[src/rtl/riscv_v_result_pipe.sv]
// Result-side MEM/WB pipeline of the vector unit: feeds the vector RF write port,
// the MEM/WB bypass taps, the decode pending-write scoreboard and a retire counter.
module riscv_v_result_pipe #(
   parameter int DATA_W    = 128,
   parameter int XLEN      = 32,
   parameter int NUM_BYTES = DATA_W / 8,
   parameter int ADDR_W    = 5,
   parameter int CNT_W     = 16
) (
   input  logic                     clk,
   input  logic                     rst,
   input  logic                     valid_exe,
   input  logic                     flush_exe,
   input  logic                     stall_mem,
   input  logic                     is_v2i_exe,
   input  logic [ADDR_W-1:0]        rd_addr_exe,
   input  logic [NUM_BYTES-1:0]     wr_en_exe,
   input  logic [DATA_W-1:0]        result_exe,
   input  logic [XLEN-1:0]          int_result_exe,
   output logic [NUM_BYTES-1:0]     rf_wr_en_mem,
   output logic [ADDR_W-1:0]        rf_wr_addr_mem,
   output logic [DATA_W-1:0]        rf_wr_data_mem,
   output logic [NUM_BYTES-1:0]     rf_wr_en_wb,
   output logic [ADDR_W-1:0]        rf_wr_addr_wb,
   output logic [DATA_W-1:0]        rf_wr_data_wb,
   output logic                     int_wr_valid_wb,
   output logic [XLEN-1:0]          int_wr_data_wb,
   output logic [(1<<ADDR_W)-1:0]   busy_vreg,
   output logic [CNT_W-1:0]         retire_cnt
);

   localparam int NUM_REGS = 1 << ADDR_W;

   logic                 memValid_q, memValid_d;
   logic                 memV2i_q,   memV2i_d;
   logic [ADDR_W-1:0]    memAddr_q,  memAddr_d;
   logic [NUM_BYTES-1:0] memEn_q,    memEn_d;
   logic [DATA_W-1:0]    memData_q,  memData_d;
   logic [XLEN-1:0]      memInt_q,   memInt_d;

   logic                 wbValid_q, wbValid_d;
   logic                 wbV2i_q,   wbV2i_d;
   logic [ADDR_W-1:0]    wbAddr_q,  wbAddr_d;
   logic [NUM_BYTES-1:0] wbEn_q,    wbEn_d;
   logic [DATA_W-1:0]    wbData_q,  wbData_d;
   logic [XLEN-1:0]      wbInt_q,   wbInt_d;

   logic [CNT_W-1:0]     retireCnt_q, retireCnt_d;

   // A stalled MEM holds everything; WB then takes a bubble so the held op is not written twice.
   always_comb begin
      memValid_d = memValid_q;
      memV2i_d   = memV2i_q;
      memAddr_d  = memAddr_q;
      memEn_d    = memEn_q;
      memData_d  = memData_q;
      memInt_d   = memInt_q;
      if (!stall_mem) begin
         memValid_d = valid_exe & ~flush_exe;
         memV2i_d   = is_v2i_exe;
         memAddr_d  = rd_addr_exe;
         memEn_d    = (memValid_d & ~is_v2i_exe) ? wr_en_exe : '0;
         memData_d  = result_exe;
         memInt_d   = int_result_exe;
      end
      wbValid_d = stall_mem ? 1'b0 : memValid_q;
      wbEn_d    = stall_mem ? '0   : memEn_q;
      wbV2i_d   = memV2i_q;
      wbAddr_d  = memAddr_q;
      wbData_d  = memData_q;
      wbInt_d   = memInt_q;
      retireCnt_d = wbValid_q ? retireCnt_q + CNT_W'(1) : retireCnt_q;
   end

   always_ff @(posedge clk or posedge rst) begin
      if (rst) begin
         memValid_q  <= 1'b0;
         memV2i_q    <= 1'b0;
         memAddr_q   <= '0;
         memEn_q     <= '0;
         memData_q   <= '0;
         memInt_q    <= '0;
         wbValid_q   <= 1'b0;
         wbV2i_q     <= 1'b0;
         wbAddr_q    <= '0;
         wbEn_q      <= '0;
         wbData_q    <= '0;
         wbInt_q     <= '0;
         retireCnt_q <= '0;
      end else begin
         memValid_q  <= memValid_d;
         memV2i_q    <= memV2i_d;
         memAddr_q   <= memAddr_d;
         memEn_q     <= memEn_d;
         memData_q   <= memData_d;
         memInt_q    <= memInt_d;
         wbValid_q   <= wbValid_d;
         wbV2i_q     <= wbV2i_d;
         wbAddr_q    <= wbAddr_d;
         wbEn_q      <= wbEn_d;
         wbData_q    <= wbData_d;
         wbInt_q     <= wbInt_d;
         retireCnt_q <= retireCnt_d;
      end
   end

   // Only ops that will really write a vector register mark it busy.
   always_comb begin
      busy_vreg = '0;
      for (int r = 0; r < NUM_REGS; r++) begin
         if ((memValid_q && !memV2i_q && (memEn_q != '0) && (memAddr_q == ADDR_W'(r))) ||
             (wbValid_q  && !wbV2i_q  && (wbEn_q  != '0) && (wbAddr_q  == ADDR_W'(r))))
            busy_vreg[r] = 1'b1;
      end
   end

   assign rf_wr_en_mem    = memValid_q ? memEn_q : '0;
   assign rf_wr_addr_mem  = memAddr_q;
   assign rf_wr_data_mem  = memData_q;
   assign rf_wr_en_wb     = wbValid_q ? wbEn_q : '0;
   assign rf_wr_addr_wb   = wbAddr_q;
   assign rf_wr_data_wb   = wbData_q;
   assign int_wr_valid_wb = wbValid_q & wbV2i_q;
   assign int_wr_data_wb  = wbInt_q;
   assign retire_cnt      = retireCnt_q;

endmodule

[config.mk]
export PLATFORM = sky130hd
export DESIGN_NAME = riscv_v_result_pipe
export DESIGN_NICKNAME = d
export VERILOG_FILES = /design/src/rtl/riscv_v_result_pipe.sv
export SDC_FILE = /design/constraint.sdc
export NUM_CORES = 1
export LEC_CHECK = 0
export BUFFER_PORTS_ARGS = -buffer_cell sky130_fd_sc_hd__buf_2
export CAP_MARGIN = 40
export CORE_AREA = 2 2 220 222
export DETAILED_ROUTE_END_ITERATION = 7
export DIE_AREA = 0 0 222 224
export HOLD_SLACK_MARGIN = 0.08
export PLACE_DENSITY_LB_ADDON = 0.15
export SYNTH_ARGS = -nofsm -noshare
export SYNTH_HDL_FRONTEND = slang
export SYNTH_SLANG_ARGS = --single-unit
[constraint.sdc]
create_clock -name clk -period 36.4 [get_ports clk]
set_input_delay 7.28 -clock clk [delete_from_list [all_inputs] [get_ports clk]]
set_output_delay 7.28 -clock clk [all_outputs]
set_load 0.005 [all_outputs]
==> summary.txt <==
Final setup violation count: 0
setup repair bufs after CTS: 0
placed insts: 1921
DP Worst Slack: 27.23 ns
total wire length: 37990 um
Final WS setup: 26.76 ns
Syn Inst Count: 759
Nets: 1540
Max clock buf depth: 3
top cell type's share of synthesized area: 73.67%
kind of critical path: register to primary output
r2r setup slk: 34.67 ns
vias per cell: 4.351
port bufs: 565
Routed Antenna Nets: 0
Req. time, crit path: 29.12 ns
clock sinks: 382
fmax: 103.7 MHz
first-pass GRT wire length: 56330 um
Final min period: 9.641 ns
Synth area leader: dfrtp_1
startpoint types: register
Worst-Margin Slew: 0.9752 ns
syn_nets: 947
die span in x: 222 um
Worst Skew: 0.01498 ns
count leader, synth: dfrtp_1
Core ar.: 47350 um^2
share of post-route cells with drive strength above 1: 60.43%
initial antenna violation count: 4
global route overflow: 0
Pleak: 0.008903 uW
Finished Cell Area: 18090 um^2
DRC Markers: 0
placed inst area: 16620 um^2
non-filler cells, final: 2001
post-synthesis register bit count: 382
fraction of registers with async set/reset: 100.0%
Worst-path clk slew: 0.06 ns
P per Cell Area: 57.18 nW/um^2
FP Rows: 80
mapped cell area: 12970 um^2
DP HPWL: 27740 um
Initial Utilization: 27.40%
Routed WL per cell: 18.99 um
crit path capture type: primary output
RSZ-0062 raised after global routing: no
crit-path max FO: 23
CTS Hold Bufs: 0
Synth warnings: 0
Num CTS Buffers: 44
Slew headroom: 34.99%
Die Y-Extent: 224 um
top cells by count, synth: dfrtp_1 (382), mux2_2 (167), and2_1 (33)
CTS tree: yes
number of max-cap violations: 0
Main synth FF type: dfrtp_1
die footprint: 49730 um^2
synth top area cells: dfrtp_1 (74%), mux2_2 (14%), and2_1 (1.6%)
EDFF count, synth: 0
IO Pins: 566
Tcrit/Tclk final: 26.49%
worst hold path class: register to register
largest net degree at the start of global routing: 163
Netlist cell types: 36
DR vias: 8707
Mean Syn Cell Area: 17.09 um^2
1st-iter DRT viols: 434
Fin. Hold Viols: 0
Arrival @ worst endpoint: 2.36 ns
Total Neg Setup Slack: 0 ns
clk root buf: clkbuf_16
Layout area overhead: 39.42%
Initial DRT Pass Iterations: 4
Resize count post-CTS: 0
total track usage: 14.74%
Clk Latency, worst-skew pair: 0.55 ns
peak supply drop: 0.03962 mV
Slew Limit Fails: 0
Tot Pwr: 1034 uW
Routability Congestion: 0.8499
vias in the first global route: 9029
register area share after synthesis: 73.67%
status: completed
H-tree depth: 2
## flip-flops by register name, indices dropped and copies added, names as in the netlist
name            flops
memEn_q            16
rf_wr_addr_wb       5
rf_wr_data_mem    128
memV2i_q            1
wbEn_q             16
memValid_q          1
wbValid_q           1
rf_wr_addr_mem      5
retire_cnt         16
wbV2i_q             1
int_wr_data_wb     32
memInt_q           32
rf_wr_data_wb     128
## layout make-up
cell class / count / area [um^2]
antenna: 1 / 2.502
clock buffer: 62 / 1311
clock inverter: 17 / 158.9
fill: 4617 / 29260
inverter: 1 / 11.26
multi-input combinational: 349 / 3281
sequential: 382 / 9559
tap: 615 / 769.5
timing repair buffer: 574 / 2997
## cells by family (layout without fill, tap and decap cells)
logic type | Yosys count | in the layout | synth area share, %
muxes | 167 | 167 | 14.49
buffers and inverters | 28 | 654 | 1.041
and+or+nand+nor | 118 | 118 | 7.069
xor gates and xnor gates | 15 | 15 | 1.013
adders and majority gates | 1 | 1 | 0.09642
AOI/OAI and AO/OA | 48 | 48 | 2.613
other | 0 | 1 | 0
DFF | 382 | 382 | 73.67
## critical path, stage by stage, from the launching register on
cell and delay, ns:
dfrtp_1 0.67, and2b_1 0.33, nand4_2 0.29, o22ai_1 0.36, buf_2 0.17
## power by group
group	internal, uW	switching [uW]
combinational	54.6	49.8
clock	265	174
sequential	465	25.2
total	785	249
## final timing paths
kind                                 endpoint  depth (start not counted)    startpoint
min in group asynchronous  rf_wr_data_mem[98]                          2           rst
setup / recovery                busy_vreg[27]                          4     wbValid_q
hold reg to reg            int_wr_data_wb[20]                          0  memInt_q[20]
max in group asynchronous   rf_wr_data_wb[80]                          4           rst
hold / removal             int_wr_data_wb[20]                          0  memInt_q[20]
setup reg to reg                retire_cnt[7]                          4     wbValid_q
## stage by stage
| stage | hold slack (ns) | utilization, % |
|---|---|---|
| after global placement | 0.3534 | 34.85 |
| after detailed placement | 0.3556 | 35.10 |
| final | 0.3682 | 38.21 |
| after CTS | 0.3684 | 38.20 |
| after global routing | 0.3811 | 38.20 |
| after floorplan | 0.3486 | - |
## cell usage in the layout, fill, tap and decap left out, types with 3 or more instances in the layout
master     instances
clkbuf_16         46
buf_16             4
nand2_1           11
clkbuf_8          11
nor4_2             4
clkinv_2          10
and3_1             6
dfrtp_1          382
clkbuf_1           6
buf_2            564
xnor2_1           13
nand3b_1           6
and2_1            33
buf_4              4
nand3_1            7
nor2_1             4
mux2_2           167
nor4_4             4
and4_1             3
a22o_1            16
o22ai_1           31
nor2b_1           17
## layer usage
layer  up-vias  track usage, %  part of all wire [%]
met4         8           4.643                   2.2
met5         -               0                  0.16
met3        67           4.866                   7.3
met1      4420           16.88                    38
met2       339           26.06                    52
li1       3873               -                     -
(Power assumes the default switching activity.)
